### src/rtl/quad_encoder_gen.sv
// Quadrature step generator: queues same-direction step commands and plays each
// one as a Gray-coded rota/rotb sequence, holding every phase for HOLD clocks.
module quad_encoder_gen #(
  parameter int HOLD     = 4,
  parameter int MAX_PEND = 15,
  parameter int PEND_W   = 4
) (
  input  logic              clk,
  input  logic              reset,
  input  logic              cmd_valid,
  input  logic              cmd_dir,
  output logic              cmd_ready,
  output logic              rota,
  output logic              rotb,
  output logic              busy,
  output logic              step_done,
  output logic [PEND_W-1:0] pending
);

  localparam int CNT_W = (HOLD > 1) ? $clog2(HOLD) : 1;

  typedef enum logic [2:0] {IDLE, PH1, PH2, PH3, PH4} state_t;

  state_t           state, state_nxt;
  logic [CNT_W-1:0] cnt, cnt_nxt;
  logic             queued_dir, active_dir, dir_nxt;
  logic             accept, dequeue, expire;
  logic             a_nxt, b_nxt, done_nxt;

  // A direction change is held off until the queue drains, so the queue only
  // ever holds steps of one direction and needs just one direction bit.
  assign cmd_ready = (pending < PEND_W'(MAX_PEND)) &&
                     ((pending == '0) || (cmd_dir == queued_dir));
  assign accept    = cmd_valid && cmd_ready;
  assign expire    = (cnt == CNT_W'(HOLD - 1));
  assign busy      = (state != IDLE) || (pending != '0);

  always_comb begin
    state_nxt = state;
    dequeue   = 1'b0;
    done_nxt  = 1'b0;
    case (state)
      IDLE: if (pending != '0) begin
        state_nxt = PH1;
        dequeue   = 1'b1;
      end
      PH1: if (expire) state_nxt = PH2;
      PH2: if (expire) state_nxt = PH3;
      PH3: if (expire) begin
        state_nxt = PH4;
        done_nxt  = 1'b1;
      end
      PH4: if (expire) begin
        if (pending != '0) begin
          state_nxt = PH1;
          dequeue   = 1'b1;
        end else begin
          state_nxt = IDLE;
        end
      end
      default: state_nxt = IDLE;
    endcase

    dir_nxt = dequeue ? queued_dir : active_dir;

    if ((state_nxt != state) || (state_nxt == IDLE)) cnt_nxt = '0;
    else                                             cnt_nxt = cnt + 1'b1;

    // Outputs decode the next state so rota/rotb come straight from flops.
    case (state_nxt)
      PH1:     {a_nxt, b_nxt} = dir_nxt ? 2'b10 : 2'b01;
      PH2:     {a_nxt, b_nxt} = 2'b11;
      PH3:     {a_nxt, b_nxt} = dir_nxt ? 2'b01 : 2'b10;
      default: {a_nxt, b_nxt} = 2'b00;
    endcase
  end

  always_ff @(posedge clk) begin
    if (reset) begin
      state      <= IDLE;
      cnt        <= '0;
      pending    <= '0;
      queued_dir <= 1'b0;
      active_dir <= 1'b0;
      rota       <= 1'b0;
      rotb       <= 1'b0;
      step_done  <= 1'b0;
    end else begin
      state      <= state_nxt;
      cnt        <= cnt_nxt;
      pending    <= pending + PEND_W'(accept) - PEND_W'(dequeue);
      active_dir <= dir_nxt;
      rota       <= a_nxt;
      rotb       <= b_nxt;
      step_done  <= done_nxt;
      if (accept) queued_dir <= cmd_dir;
    end
  end

endmodule

### config.mk
export PLATFORM = sky130hd
export DESIGN_NAME = quad_encoder_gen
export DESIGN_NICKNAME = d
export VERILOG_FILES = /design/src/rtl/quad_encoder_gen.sv
export SDC_FILE = /design/constraint.sdc
export NUM_CORES = 1
export LEC_CHECK = 0
export CAP_MARGIN = 20
export CORE_MARGIN = 5
export CORE_UTILIZATION = 51
export CTS_BUF_LIST = sky130_fd_sc_hd__clkbuf_16
export DETAILED_ROUTE_END_ITERATION = 6
export PLACE_DENSITY = 0.76
export SYNTH_ARGS = -nofsm -noshare
export SYNTH_HDL_FRONTEND = slang
export SYNTH_SLANG_ARGS = --single-unit
export TNS_END_PERCENT = 5
### constraint.sdc
create_clock -name clk -period 3.4 [get_ports clk]
set_clock_uncertainty 0.05 [all_clocks]
set_input_delay 0.34 -clock clk [delete_from_list [all_inputs] [get_ports clk]]
set_output_delay 0.34 -clock clk [all_outputs]
set_load 0.01 [all_outputs]
==> Word level (Yosys, flattened, before mapping) <==
Cells that the tools add are included.
{ "totals": {"out_inout_bits": 9, "ff_bits": 14, "inputBits": 4, "elab_cells": 51} }
{ "op_classes": {"eq_ne": 10, "n_addsub": 3, "n_reduce_logical": 12, "bitwise_logic": 1, "muxes": 16, "order_cmp": 1} }
{ "op_table": {"columns": ["op", "count"], "rows": [
  ["$mux W3", 5],
  ["$pmux W3 S5", 1],
  ["$eq A3 B2 Y1 const B", 4],
  ["$eq A3 B1 Y1 const B", 2],
  ["$logic_not A3 Y1", 2],
  ["$pmux W1 S3", 2],
  ["$mux W1", 5],
  ["$add A4 B1 Y4", 1],
  ["$logic_not A4 Y1", 1],
  ["$lt A4 B4 Y1 const B", 1],
  ["$mux W2", 2],
  ["$reduce_bool A4 Y1", 1],
  ["$reduce_or A2 Y1", 2],
  ["$sub A4 B1 Y4", 1],
  ["$eq A3 B3 Y1 const B", 1],
  ["$logic_or A1 B1 Y1", 3],
  ["$ne A3 B3 Y1", 1],
  ["$reduce_bool A3 Y1", 1],
  ["$add A2 B1 Y2 const B", 1],
  ["$eq A2 B2 Y1 const B", 1],
  ["$logic_and A1 B1 Y1", 2],
  ["$pmux W1 S2", 1],
  ["$eq A1 B1 Y1", 1],
  ["$not A1 Y1", 1]
]} }

==> Logic depth before layout (Yosys ltp) <==
Gate-level depths: netlist (run 1).
{ "logic_depth": {"depth_word": 7, "depth_mapped": 12, "ltp_nobuf": 12} }

==> Worst setup path before layout (run 1) <==
Ideal clock, no wire load.
{ "synth_timing": {"kind": "register to register", "start": "reg pending[2]", "end": "reg pending[2]", "setup_slack_ns": 1.007, "setup_time_ns": 0.128, "path_stages_with_launch": 11, "arrival_time_ns": 2.215, "n_path_buf": 0, "t_required_ns": 3.222, "period_less_slack_ns": 2.393, "cell_sequence": "dfxtp_1 > inv_1 > ha_1 > nor3b_1 > nor3_2 > ha_1 > inv_1 > ha_1 > fa_1 > xnor2_1 > nor2_1"} }
{ "synth_between": {"elab_chain_cells": 6, "word_cells_on_any_way": 11, "cone_classes": "2 x add/sub; 1 x order compare; 3 x mux; 5 x reduce/logical"} }
{ "synth_lines": {"columns": ["element", "line_no", "source"], "rows": [
  ["from (decl)", "17", "output logic [PEND_W-1:0] pending"],
  ["from (signal assigned)", "91", "pending <= pending + PEND_W'(accept) - PEND_W'(dequeue);"],
  ["parallel branches: the longest is 5 deep, another holds $lt A4 B4 Y1", null, null],
  ["$sub A4 B1 Y4 (*)", "91", null]
]} }
Every way passes the cells marked *.
A chain may end at the register's enable or synchronous reset.

==> Worst setup path after layout (run 1) <==
{ "layout_timing": {"start": "reg pending[2]", "end": "reg pending[1]"} }
The elaborated chain is that of the path after synthesis.

==> results of run 1 <==
synthesized netlist by cell type (all sizes together) (2+ instances only):
cell	count	area share
nor3	5	0.037
dfxtp	14	0.34
inv	11	0.051
buf	3	0.034
nor2	13	0.060
nor2b	6	0.046
clkbuf	3	0.014
xnor2	3	0.032
nor4	2	0.015
o21ai	2	0.012
nand2	7	0.032
ha	7	0.11
a21oi	7	0.043
placed cells by master, fill, tap and decap left out:
cell and instances:
dfxtp_1 14, nor2_1 13, clkdlybuf4s50_1 12, inv_1 11
a21oi_1 7, nand2_1 7, ha_1 7, nor2b_1 6
nor3_1 4, xnor2_1 3, clkbuf_16 3, o21ai_0 2
nor4_1 2, nor3b_1 1, or2_0 1, nor3_2 1
a21o_1 1, nand3_1 1, or4b_1 1, o311a_1 1
a41o_1 1, mux2i_1 1, xor2_1 1, o2111ai_1 1
o41ai_1 1, a2bb2oi_1 1, nand2b_1 1, a32oi_1 1
o22ai_1 1, fa_1 1, clkinv_1 1, buf_4 1
sequential cells by signal (all words and copies together), names as in the netlist:
signal      flops
pending         4
state           3
cnt             2
active_dir      1
queued_dir      1
rota            1
rotb            1
step_done       1
routing by layer:
layer,vias to the layer above,track usage,wire (um)
met2,19,0.253,851
met1,320,0.162,699
li1,358,-,-
met5,-,0,0
met3,2,0.0392,99
met4,0,0.0393,9
per-stage QoR:
| step | power, W | std cells | area, um^2 | utilization | hold WS, ns |
|---|---|---|---|---|---|
| CTS | 0.000875 | 126 | 1000 | 0.667 | 0.397 |
| detailed placement | 0.000647 | 122 | 926 | 0.615 | 0.390 |
| global route | 0.000939 | 126 | 1000 | 0.667 | 0.409 |
| floorplan | 0.000507 | 99 | 817 | - | 0.347 |
| finish | 0.000870 | 126 | 1000 | 0.667 | 0.389 |
| global placement | 0.000626 | 122 | 926 | 0.615 | 0.356 |
power breakdown:
part	internal [W]	switching (W)	leakage [nW]	total, W
clock network	0.000155	0.0000635	0.0385	0.000219
registers	0.000202	0.0000394	0.115	0.000242
logic	0.000212	0.000198	0.280	0.000410
critical path, stage by stage, from the launching register on:
cell and delay, ns:
dfxtp_1 0.38, inv_1 0.08, ha_1 0.23, nor3b_1 0.14, buf_4 0.16, nor3_2 0.26, ha_1 0.28, inv_1 0.05
ha_1 0.17, fa_1 0.42, nor2b_1 0.14
cell families after synthesis:
| kind of cell | Yosys count |
|---|---|
| simple gates | 38 |
| compound gates | 17 |
| buf+inv | 17 |
| flops | 14 |
| fa+ha+maj | 8 |
| xor+xnor | 4 |
| mux | 1 |
area by class of cell:
cell class	instances	area (um^2)
sequential	14	280
timing repair buffer	13	128
tap	16	20.0
multi-input combinational	68	457
inverter	11	41.3
fill	127	502
clock inverter	1	3.75
clock buffer	3	75.1
worst paths after layout:
check,from,endpoint,slack (ns),cells past startpoint
max,pending[2]$_SDFF_PP0_,pending[1]$_SDFF_PP0_,0.91,10
min,cnt[0]$_SDFF_PP0_,cnt[0]$_SDFF_PP0_,0.39,1
max reg2reg,pending[2]$_SDFF_PP0_,pending[1]$_SDFF_PP0_,0.91,10
min reg2reg,cnt[0]$_SDFF_PP0_,cnt[0]$_SDFF_PP0_,0.39,1
==> summary.md, run 1 <==
| Metric | Value |
|---|---|
| Highest clock rate | `about 0.40 GHz` |
| Initial antenna violation count | `0` |
| Largest net degree at the start of global routing | `14` |
| Seq/Total Area, Yosys | `0.343` |
| Compound-Gate Fraction of Synth Area | `0.139` |
| Fin nets | `~120` |
| Post-synth EDFFs | `0` |
| Antenna Cells | `0` |
| Status | `finished clean` |
| Die ar. | `2500 um^2` |
| Worst slew pin tran | `around 0.47 ns` |
| CTS hold repair buffers | `0` |
| Row count | `14` |
| Final setup viols | `0` |
| Leakage | `about 0.43 nW` |
| Vias in the first global route | `between 500 and 600` |
| Syn avg cell area | `8.25 um^2` |
| Final setup margin | `approximately 0.9 ns` |
| Mux share of post-synthesis cell area | `0.0123` |
| Synth Area in Simple Gates | `0.233` |
| Worst setup EP type | `flip-flop` |
| Fraction of registers with async set or reset after synthesis | `0` |
| Final GP Congestion | `0.822` |
| H-Tree Level Count | `1` |
| Synth Area in Adders | `0.132` |
| Worst hold path class | `reg -> reg` |
| CP Launch Type | `flip-flop` |
| Crit path max fanout | `6` |
| Primary FF master, synth | `dfxtp_1` |
| Slew Viols, Final | `0` |
| Post-cts resize count | `0` |
| Largest family of logic cells by synthesized area | `simple AND/OR/NAND/NOR gates` |
| Initial DRC Count | `16` |
| Grt ovf | `0` |
| DRT Wirelength | `around 1700 um` |
| Via count | `roughly 700` |
| CTS Buf Count | `3` |
| Synth warnings | `0` |
| Die width | `between 50 and 60 um` |
| Worst skew pair latency | `around 0.24 ns` |
| Area Growth Syn to Fin | `23.0%` |
| Max transition margin | `0.685` |
| CP required | `between 3 and 4 ns` |
| Cells after Synth | `99` |
| Syn nets | `111` |
| # IOs | `13` |
| Clock root cell | `clkbuf_16` |
| Worst Path Arrival | `approximately 2.6 ns` |
| Fin Setup TNS | `0 ns` |
| First-pass GRT wire length | `2790 um` |
| RSZ-0062 raised after global routing | `false` |
| Tot GR Track Use | `0.143` |
| Final Hold Viols | `0` |
| Share of layout cells above drive strength 1 | `0.0455` |
| Hpwl dp | `1240 um` |
| Remaining DRCs | `0` |
| Synth Register Bits | `14` |
| Worst vdd ir | `554 uV` |
| Cell Pwr Density | `between 800 and 900 nW/um^2` |
| Max clock buf depth | `2` |
| DR pass1 iterations | `4` |
| DR vias/cell | `about 5.5` |
| DRT antenna net count | `0` |
| CTS clock-pin slew for the worst setup and hold paths | `~0.050 ns` |
| Final critical-path share of the clock period | `0.733` |
| CTS sink cnt | `14` |
| # Max-Cap Violations | `0` |
| CORE AREA | `1510 um^2` |
| Kind of critical path | `reg -> reg` |
| Worst slack at placement | `0.749 ns` |
| Chip Height | `around 50 um` |
| CTS tree | `done` |
| Post-synthesis xor/xnor area fraction | `0.0429` |
| Minimum clock period | `approximately 2.5 ns` |
| Synthesized area | `slightly above 800 um^2` |
| Wirelength per Cell | `between 10 and 15 um` |
| Post-CTS setup buffer count | `0` |
| Initial Util | `0.542` |
| I/O Buffers | `12` |
| Distinct cells, synth | `31` |
Note: power is estimated with default switching activity, not from simulation.
==> run 2: changes to the inputs <==
- CORE_UTILIZATION: 51 -> 46
- PLACE_DENSITY: 0.76 -> 0.73
- clock period: 3.4 -> 2.12 ns (I/O delays scaled with it)
==> run 2 against run 1 <==
Net effect:
- the flow now finishes with violations (setup timing)
- non-clock buffer count increased by 19
- die area grew 8.7%
- largest cell class unchanged
- final cell count is 22% higher
- via count is 11% higher
- cell area is 22% higher
- utilization is 5.2 points higher
- clock power rose by 61%
- highest routed layer unchanged
- register-to-register slack got worse by 0.94 ns
- first-iteration DRC count increased by 31%
- global-route usage increased by 3.5 points
- combinational power rose by 130%
- maximum frequency is 16% higher
==> summary.md, run 2 (synthesis gave the netlist of run 1 again) <==
| Metric | Value |
|---|---|
| Hold Slack | `0.364 ns (-0.0251 ns)` |
| Worst setup EP type | `flip-flop` |
| Non-Filler Instances | `154 (+22%)` |
| Core Util, Final | `0.719 (+0.0517)` |
| Vias in the first global route | `831 (+39%)` |
| CORE AREA | `1710 um^2 (+13%)` |
| Final critical-path share of the clock period | `1.02 (+0.283)` |
| DRT Wirelength | `1990 um (+20%)` |
| Failing checks | `setup timing` |
| Leakage | `0.542 nW (+25%)` |
| Initial Util | `0.478 (-0.0640)` |
| # IOs | `13 (unchanged)` |
| Worst Path Arrival | `2.29 ns (-0.26 ns)` |
| Most frequent cells in the layout | `20 x buf_4, 12 x nor2_1, 12 x dfxtp_1` |
| Share of layout cells above drive strength 1 | `0.302 (+0.257)` |
| Max clock buf depth | `2 (unchanged)` |
| Final GP Congestion | `0.784 (-4.5%)` |
| Clock root cell | `clkbuf_16` |
| # Max-Cap Violations | `0 (unchanged)` |
| Worst vdd ir | `886 uV (+60%)` |
| CTS tree | `done` |
| CTS Buf Count | `3 (unchanged)` |
| DR pass1 iterations | `4 (unchanged)` |
| Row count | `15 (+1)` |
| Final setup margin | `-0.0358 ns (-0.942 ns)` |
| Final setup viols | `3 (+3)` |
| Via count | `779 (+11%)` |
| CTS clock-pin slew for the worst setup and hold paths | `0.05 ns (about the same)` |
| Largest net degree at the start of global routing | `12 (-2)` |
| Final Hold Viols | `0 (unchanged)` |
| Top Registers | `pending: 4 flops, state: 3 flops, cnt: 2 flops` |
| Cell Pwr Density | `1380 nW/um^2 (+60%)` |
| Initial antenna violation count | `0 (unchanged)` |
| Worst slew pin tran | `0.272 ns (-0.199 ns)` |
| I/O Buffers | `12 (unchanged)` |
| CTS sink cnt | `14 (unchanged)` |
| Worst hold path class | `in -> reg` |
| Most common cell after layout, fill and taps aside | `buf_4` |
| Max transition margin | `0.816 (+0.132)` |
| Antenna Cells | `0 (unchanged)` |
| Final Power | `0.00170 W (+95%)` |
| H-Tree Level Count | `1 (unchanged)` |
| Die width | `52.1 um (+4.2%)` |
| Area Growth Syn to Fin | `50.2%` |
| Status | `finished with violations` |
| Kind of critical path | `reg -> reg` |
| CP Launch Type | `flip-flop` |
| Minimum clock period | `2.16 ns (-0.338 ns)` |
| Highest clock rate | `0.464 GHz (+16%)` |
| Crit path max fanout | `3 (-3)` |
| Fin nets | `142 (+15%)` |
| Top reg by flops | `pending` |
| Die ar. | `2720 um^2 (+8.7%)` |
| Number of flip-flops in the largest register | `4 (unchanged)` |
| Remaining DRCs | `0 (unchanged)` |
| Wirelength per Cell | `12.9 um (-2.1%)` |
| DR vias/cell | `5.06 (-8.8%)` |
| First-pass GRT wire length | `3530 um (+26%)` |
| DRT antenna net count | `0 (unchanged)` |
| Initial DRC Count | `21 (+5)` |
| Worst skew pair latency | `0.24 ns (about the same)` |
| RSZ-0062 raised after global routing | `true` |
| Tot GR Track Use | `0.177 (+0.0349)` |
| Grt ovf | `0 (unchanged)` |
| Placed cells | `147 (+20%)` |
| Hpwl dp | `1400 um (+13%)` |
| Slew Viols, Final | `0 (unchanged)` |
| CP required | `2.25 ns (-1.21 ns)` |
| Chip Height | `52.1 um (+4.2%)` |
==> run 2: cell count changes in the layout (fill, tap and decap cells not counted), moves of 2 or more <==
cell / change
a21oi_1: -3
a21oi_2: +3
buf_4: +19
dfxtp_1: -2
dfxtp_2: +2
ha_1: -3
ha_4: +2
inv_1: -3
inv_2: +3
==> run 2: repair_timing <==
| action | 4_1_cts | 5_1_grt |
|---|---|---|
| setup endpoints to repair | 3 | 3 |
| pin swaps | 3 | 4 |
| hold buffers | 0 | 0 |
| resized for setup | 8 | 8 |
| setup buffers | 1 | 2 |
==> run 2: routing by layer <==
| metal | track usage | vias up | share of wire |
|---|---|---|---|
| met2 | 0.295 | 18 | 0.49 |
| met5 | 0 | - | 0 |
| li1 | - | 393 | - |
| met3 | 0.0458 | 6 | 0.031 |
| met1 | 0.202 | 362 | 0.45 |
| met4 | 0.106 | 0 | 0.026 |
==> run 2: metrics by stage <==
stage | cell area [um^2] | worst slack [ns] | TNS, ns
2_1_floorplan | 832 | -0.0205 | -0.0205
3_3_place_gp | 1070 | -0.216 | -0.617
3_5_place_dp | 1070 | -0.309 | -0.889
4_1_cts | 1190 | 0.0221 | 0
5_1_grt | 1230 | -0.133 | -0.395
6_report | 1230 | -0.0358 | -0.0594
==> run 2: worst paths after layout <==
path,slack (ns),startpoint,end,cells past startpoint
setup / recovery,-0.04,pending[2]$_SDFF_PP0_,pending[1]$_SDFF_PP0_,10
hold reg to reg,0.37,cnt[0]$_SDFF_PP0_,cnt[0]$_SDFF_PP0_,1
hold / removal,0.36,cmd_dir,queued_dir$_SDFFE_PP0P_,2
setup reg to reg,-0.04,pending[2]$_SDFF_PP0_,pending[1]$_SDFF_PP0_,10
==> run 2: area by class of cell <==
type	instances	area [um^2]
clock buffer	3	75.1
clock inverter	1	3.75
fill	124	480
inverter	11	41.3
multi-input combinational	68	524
sequential	14	283
tap	25	31.3
timing repair buffer	32	269
==> run 2: where the power goes <==
part,total [W],switching [W],leakage [nW],internal (W)
combinational,0.000961,0.000416,0.388,0.000545
clock,0.000353,0.000104,0.0385,0.000249
sequential,0.000383,0.0000547,0.116,0.000328
total,0.00170,0.000574,0.542,0.00112
==> run 2: critical path: stages, from the launching register on <==
cell and delay [ns]:
dfxtp_2 0.33, ha_1 0.20, nand2_1 0.08, a21oi_2 0.07, nor2_2 0.13, nand2_1 0.08, ha_2 0.32, inv_2 0.04
ha_4 0.15, fa_1 0.51, nor2b_4 0.14
